`src/rtl/alu_issue_ctrl_pkg.sv`:
```
// Shared widths, ALU opcode names and sequencer state encoding for alu_issue_ctrl.
package alu_issue_ctrl_pkg;

  localparam int DATA_SIZE  = 32;
  localparam int ADDR_SIZE  = 6;
  localparam int ALUOP_SIZE = 4;

  // ALU opcode used by the add path of the existing ALU.
  localparam logic [ALUOP_SIZE-1:0] ALU_OP_ADD = 4'b1000;

  typedef enum logic [2:0] {
    ST_IDLE = 3'd0,
    ST_READ = 3'd1,
    ST_OPLD = 3'd2,
    ST_EXEC = 3'd3,
    ST_WB   = 3'd4
  } state_e;

  // Result is committed unless the ALU overflowed and overflow write-back is disabled.
  function automatic logic wb_allowed(input logic ovf, input logic wb_on_ovf);
    return (~ovf) | wb_on_ovf;
  endfunction

endpackage

```
`src/rtl/alu_issue_ctrl_fsm.sv`:
```
// Next-state logic of the single-instruction ALU sequencer.
module alu_issue_ctrl_fsm
  import alu_issue_ctrl_pkg::*;
(
  input  state_e i_state,
  input  logic   i_accept,
  output state_e o_next_state
);

  // One instruction walks IDLE -> READ -> OPLD -> EXEC -> WB -> IDLE.
  always_comb begin
    o_next_state = ST_IDLE;
    case (i_state)
      ST_IDLE: begin
        if (i_accept) begin
          o_next_state = ST_READ;
        end else begin
          o_next_state = ST_IDLE;
        end
      end
      ST_READ: o_next_state = ST_OPLD;
      ST_OPLD: o_next_state = ST_EXEC;
      ST_EXEC: o_next_state = ST_WB;
      ST_WB:   o_next_state = ST_IDLE;
      default: o_next_state = ST_IDLE;
    endcase
  end

endmodule

```
`src/rtl/alu_issue_ctrl.sv`:
```
// Issues one ALU instruction at a time: register read, operand load, execute, write-back.
// All outputs are registered; per-state strobes are computed from the next state.
module alu_issue_ctrl
  import alu_issue_ctrl_pkg::*;
#(
  parameter bit WB_ON_OVF = 1'b1,
  parameter int CNT_WIDTH = 16
) (
  input  logic                  i_clk,
  input  logic                  i_rst,
  input  logic                  i_instr_valid,
  output logic                  o_instr_ready,
  input  logic [ALUOP_SIZE-1:0] i_instr_op,
  input  logic [ADDR_SIZE-1:0]  i_instr_rs1,
  input  logic [ADDR_SIZE-1:0]  i_instr_rs2,
  input  logic [ADDR_SIZE-1:0]  i_instr_rd,
  output logic [ADDR_SIZE-1:0]  o_rf_read_addr1,
  output logic [ADDR_SIZE-1:0]  o_rf_read_addr2,
  input  logic [DATA_SIZE-1:0]  i_rf_read_data1,
  input  logic [DATA_SIZE-1:0]  i_rf_read_data2,
  output logic                  o_rf_write,
  output logic [ADDR_SIZE-1:0]  o_rf_write_addr,
  output logic [DATA_SIZE-1:0]  o_rf_write_data,
  output logic                  o_alu_enable,
  output logic [ALUOP_SIZE-1:0] o_alu_op,
  output logic [DATA_SIZE-1:0]  o_alu_src1,
  output logic [DATA_SIZE-1:0]  o_alu_src2,
  input  logic [DATA_SIZE-1:0]  i_alu_out,
  input  logic                  i_alu_overflow,
  output logic                  o_done,
  output logic                  o_busy,
  input  logic                  i_ovf_clear,
  output logic                  o_ovf_flag,
  output logic [CNT_WIDTH-1:0]  o_instr_cnt
);

  state_e                r_state;
  state_e                w_next_state;
  logic                  w_accept;

  logic                  r_ready;
  logic                  r_busy;
  logic                  r_alu_enable;
  logic                  r_done;
  logic                  r_rf_write;
  logic [ALUOP_SIZE-1:0] r_op;
  logic [ADDR_SIZE-1:0]  r_rd;
  logic [ADDR_SIZE-1:0]  r_read_addr1;
  logic [ADDR_SIZE-1:0]  r_read_addr2;
  logic [DATA_SIZE-1:0]  r_src1;
  logic [DATA_SIZE-1:0]  r_src2;
  logic [ALUOP_SIZE-1:0] r_alu_op;
  logic [DATA_SIZE-1:0]  r_result;
  logic [ADDR_SIZE-1:0]  r_wr_addr;
  logic                  r_ovf_q;
  logic                  r_ovf_flag;
  logic [CNT_WIDTH-1:0]  r_cnt;

  assign w_accept = i_instr_valid & r_ready;

  alu_issue_ctrl_fsm u_fsm (
    .i_state      (r_state),
    .i_accept     (w_accept),
    .o_next_state (w_next_state)
  );

  // State register plus strobes registered one cycle ahead so they line up with their state.
  always_ff @(posedge i_clk) begin
    if (i_rst) begin
      r_state      <= ST_IDLE;
      r_ready      <= 1'b1;
      r_busy       <= 1'b0;
      r_alu_enable <= 1'b0;
      r_done       <= 1'b0;
      r_rf_write   <= 1'b0;
    end else begin
      r_state      <= w_next_state;
      r_ready      <= (w_next_state == ST_IDLE);
      r_busy       <= (w_next_state != ST_IDLE);
      r_alu_enable <= (w_next_state == ST_EXEC);
      r_done       <= (w_next_state == ST_WB);
      // Only EXEC leads to WB, so the live ALU overflow is the one being captured into r_ovf_q.
      r_rf_write   <= (w_next_state == ST_WB) & wb_allowed(i_alu_overflow, WB_ON_OVF);
    end
  end

  // Instruction latch, operand load and execute capture; values hold outside their step.
  always_ff @(posedge i_clk) begin
    if (i_rst) begin
      r_op         <= {ALUOP_SIZE{1'b0}};
      r_rd         <= {ADDR_SIZE{1'b0}};
      r_read_addr1 <= {ADDR_SIZE{1'b0}};
      r_read_addr2 <= {ADDR_SIZE{1'b0}};
      r_src1       <= {DATA_SIZE{1'b0}};
      r_src2       <= {DATA_SIZE{1'b0}};
      r_alu_op     <= {ALUOP_SIZE{1'b0}};
      r_result     <= {DATA_SIZE{1'b0}};
      r_wr_addr    <= {ADDR_SIZE{1'b0}};
      r_ovf_q      <= 1'b0;
    end else begin
      if (w_accept) begin
        r_op         <= i_instr_op;
        r_rd         <= i_instr_rd;
        r_read_addr1 <= i_instr_rs1;
        r_read_addr2 <= i_instr_rs2;
      end
      if (r_state == ST_OPLD) begin
        r_src1   <= i_rf_read_data1;
        r_src2   <= i_rf_read_data2;
        r_alu_op <= r_op;
      end
      if (r_state == ST_EXEC) begin
        r_result  <= i_alu_out;
        r_ovf_q   <= i_alu_overflow;
        r_wr_addr <= r_rd;
      end
    end
  end

  // Sticky overflow (set beats clear) and wrapping retired-instruction counter.
  always_ff @(posedge i_clk) begin
    if (i_rst) begin
      r_ovf_flag <= 1'b0;
      r_cnt      <= {CNT_WIDTH{1'b0}};
    end else begin
      if ((r_state == ST_WB) && r_ovf_q) begin
        r_ovf_flag <= 1'b1;
      end else if (i_ovf_clear) begin
        r_ovf_flag <= 1'b0;
      end
      if (r_state == ST_WB) begin
        r_cnt <= r_cnt + CNT_WIDTH'(1);
      end
    end
  end

  assign o_instr_ready   = r_ready;
  assign o_busy          = r_busy;
  assign o_rf_read_addr1 = r_read_addr1;
  assign o_rf_read_addr2 = r_read_addr2;
  assign o_rf_write      = r_rf_write;
  assign o_rf_write_addr = r_wr_addr;
  assign o_rf_write_data = r_result;
  assign o_alu_enable    = r_alu_enable;
  assign o_alu_op        = r_alu_op;
  assign o_alu_src1      = r_src1;
  assign o_alu_src2      = r_src2;
  assign o_done          = r_done;
  assign o_ovf_flag      = r_ovf_flag;
  assign o_instr_cnt     = r_cnt;

endmodule

```
`config.mk`:
```
export PLATFORM = sky130hd
export DESIGN_NAME = alu_issue_ctrl
export DESIGN_NICKNAME = d
export VERILOG_FILES = /design/src/rtl/alu_issue_ctrl_pkg.sv /design/src/rtl/alu_issue_ctrl_fsm.sv /design/src/rtl/alu_issue_ctrl.sv
export SDC_FILE = /design/constraint.sdc
export NUM_CORES = 1
export LEC_CHECK = 0
export ABC_CLOCK_PERIOD_IN_PS = 1800
export BUFFER_PORTS_ARGS = -buffer_cell sky130_fd_sc_hd__buf_2
export CORE_ASPECT_RATIO = 2
export CORE_MARGIN = 4
export CORE_UTILIZATION = 41
export CTS_BUF_LIST = sky130_fd_sc_hd__clkbuf_8 sky130_fd_sc_hd__clkbuf_16
export DETAILED_ROUTE_END_ITERATION = 10
export GPL_ROUTABILITY_DRIVEN = 0
export PLACE_DENSITY_LB_ADDON = 0.2
export SYNTH_ARGS = -nofsm -noshare
export SYNTH_HDL_FRONTEND = slang
export SYNTH_SLANG_ARGS = --single-unit
```
`constraint.sdc`:
```
create_clock -name i_clk -period 1.8 [get_ports i_clk]
set_input_delay 0.36 -clock i_clk [delete_from_list [all_inputs] [get_ports i_clk]]
set_output_delay 0.36 -clock i_clk [all_outputs]
set_load 0.05 [all_outputs]
```
==> results.json <==
{
  "status": "completed",
  "grt_pass1_vias": 4939,
  "die-area_sq_um": 15200,
  "cap_violations": 0,
  "p_per_area_nw_per_um2": 1140,
  "syn_avg_cell_area_sq_um": 7.98,
  "crit_required_ns": 2.14,
  "dp_hpwl_microns": 11200,
  "fin_worst_skew_ns": 0.00892,
  "vias": 5261,
  "fmax_ghz": 0.611,
  "synth_nets": 800,
  "utilization": 0.580,
  "peakVddDrop_mv": 0.771,
  "path_clk_slew_ns": 0.07,
  "netlist_instances": 676,
  "critical-path-max-stage-delay_ns": 0.41,
  "yosys-top-cells-area": "dfxtp_1, nand2_1, a21oi_1",
  "fin_tns_setup_ns": 0,
  "relSlewSlack": 0.657,
  "clk_latency_ns": 0.41,
  "synth_seq_cells": 153,
  "clockRootBuffer": "clkbuf_16",
  "min_path_type": "primary input to register",
  "cp.arrival_ns": 1.97,
  "setup_violations": 0,
  "core_area_sq_um": 13000,
  "cp_max_fo": 7,
  "synth_enable_flop_cells": 0,
  "path_class": "register to register",
  "critPathCaptureType": "register",
  "timing.critical_path.buf_inv": 0,
  "vias_per_cell": 4.80,
  "tightest_slew_ns": 0.514,
  "power.leakage_nw": 3.41,
  "ys_types": 33,
  "synth.top_cell.area_share": 0.567,
  "rsz0062_at_grt": "no",
  "cp-start-kind": "register",
  "ys_top_cells_by_count": "nand2_1, dfxtp_1, a21oi_1",
  "drt-total-wl_microns": 15400,
  "route.detailed.drc": 0,
  "die_x_microns": 89.1,
  "start_util": 0.415,
  "nets": 1053,
  "cts.path.max_buffers": 2,
  "netlist_area_sq_um": 5400,
  "min_period_ns": 1.64,
  "postCtsSetupBuffers": 0,
  "synth.most_common_cell": "nand2_1",
  "drt_first_iter_violations": 166,
  "worst_path_max_delay_cell": "or4_1",
  "ant_nets": 0,
  "yosys_warnings": 0,
  "path_cells": "or3b_4 -> or2_1 -> or4_1 -> a21oi_1",
  "cts_resized": 0,
  "wire_per_inst_microns": 14.1,
  "timing.final.crit_share": 0.910,
  "grt_max_degree": 69,
  "syn_to_final_growth_pct": 39.6,
  "report.final.hold_viol_count": 0,
  "port-buffer-count": 262,
  "crit_family": "simple AND/OR/NAND/NOR gates",
  "antenna_found_initial": 0,
  "grt-ovfl-total": 0,
  "layout-drive-gt1-share": 0.344,
  "drv_slew": 0,
  "first_pass_iters": 4,
  "chipHeight_microns": 170,
  "netlist.top_cell.by_area": "dfxtp_1",
  "fillers": 1274,
  "cts_tree": "yes",
  "hold_buffers": 0,
  "grt_pass1_wl_microns": 23800,
  "numCtsBuffers": 17,
  "synth_top_flop_cell": "dfxtp_1",
  "cts.sinks": 153,
  "synth_async_sr_flop_share": 0,
  "htree_levels": 4,
  "ys_seq_area_frac": 0.567,
  "num_rows": 59,
  "ioPinCount": 263,
  "grt.total_usage": 0.199
}
metal layers:
metal,track usage,part of all wire,vias up
met5,0,0,-
met1,0.211,0.37,2338
met2,0.357,0.52,206
met4,0.0752,0.024,0
met3,0.0640,0.086,25
li1,-,-,2692
cell families after synthesis:
logic type	share of synthesized area
buffers and inverters	0.0413
AOI/OAI and AO/OA	0.131
and+or+nand+nor	0.238
xor gates and xnor gates	0.0195
DFF	0.567
adders and majority gates	0.00232
cell usage in the layout (no fill, tap or decap), types with 2 or more instances in the layout:
master / count
a21oi_1: 135
and3_1: 4
and4_1: 2
buf_12: 6
buf_2: 261
buf_4: 19
bufinv_16: 2
clkbuf_16: 17
clkinv_2: 2
clkinv_4: 4
clkinvlp_4: 2
dfxtp_1: 148
dfxtp_2: 5
diode_2: 2
inv_1: 3
inv_6: 3
nand2_1: 266
nand3_1: 4
nand4_1: 4
nor2_1: 17
nor3_1: 3
nor4_1: 2
o21ai_0: 2
o31ai_1: 2
or3_1: 2
or4_1: 2
xnor2_1: 6
xor2_1: 6
area by class of cell:
type                            instances  area, sq um  share of cell area
Sequential cell                       153         3070               0.407
Tap cell                              152          190              0.0252
Inverter                                2         7.51            0.000997
Multi-Input combinational cell        469         2120               0.281
Timing Repair Buffer                  286         1570               0.208
Clock inverter                         14          150              0.0199
Clock buffer                           17          425              0.0565
Antenna cell                            2         5.00            0.000664
report_power, final:
part | internal, mW | total, mW | switching (mW)
registers | 3.58 | 3.66 | 0.0804
clock network | 2.04 | 3.46 | 1.41
logic | 0.402 | 1.49 | 1.08
through the flow:
| stage | setup slack [ns] | hold slack (ns) | cells | power [mW] | cell area [sq um] |
|---|---|---|---|---|---|
| after global placement | 0.203 | 0.438 | 1062 | 5.22 | 6950 |
| final | 0.162 | 0.180 | 1095 | 8.60 | 7530 |
| after global routing | 0.0562 | 0.169 | 1093 | 8.97 | 7530 |
| after detailed placement | 0.172 | 0.443 | 1062 | 5.24 | 6950 |
| after floorplan | 0.0116 | 0.432 | 676 | 4.77 | 5410 |
| after CTS | 0.165 | 0.164 | 1093 | 8.72 | 7530 |
registers in the layout, summed over array words and instances (netlist names):
| name | flops |
|---|---|
| o_alu_enable | 1 |
| o_rf_write | 1 |
| r_ovf_q | 1 |
| o_rf_read_addr2 | 6 |
| r_state | 3 |
| o_instr_ready | 1 |
| r_rd | 6 |
| r_op | 4 |
| o_alu_src1 | 32 |
| o_busy | 1 |
| o_alu_src2 | 32 |
| o_instr_cnt | 16 |
| o_rf_read_addr1 | 6 |
| o_alu_op | 4 |
| o_rf_write_addr | 6 |
| o_ovf_flag | 1 |
| o_rf_write_data | 32 |
tightest hold or removal path, stage by stage:
cell     delay [ns]
buf_2          0.09
nand2_1        0.04
a21oi_1        0.05
worst paths after layout:
kind	cells past startpoint	end	slack, ns	startpoint
hold / removal	3	o_rf_write_data[25]	0.18	i_alu_out[25]
setup / recovery	4	o_instr_cnt[15]	0.16	r_state[2]
setup reg to reg	4	o_instr_cnt[15]	0.16	r_state[2]
hold reg to reg	2	o_alu_src2[18]	0.45	o_alu_src2[18]
(Power assumes the default switching activity.)
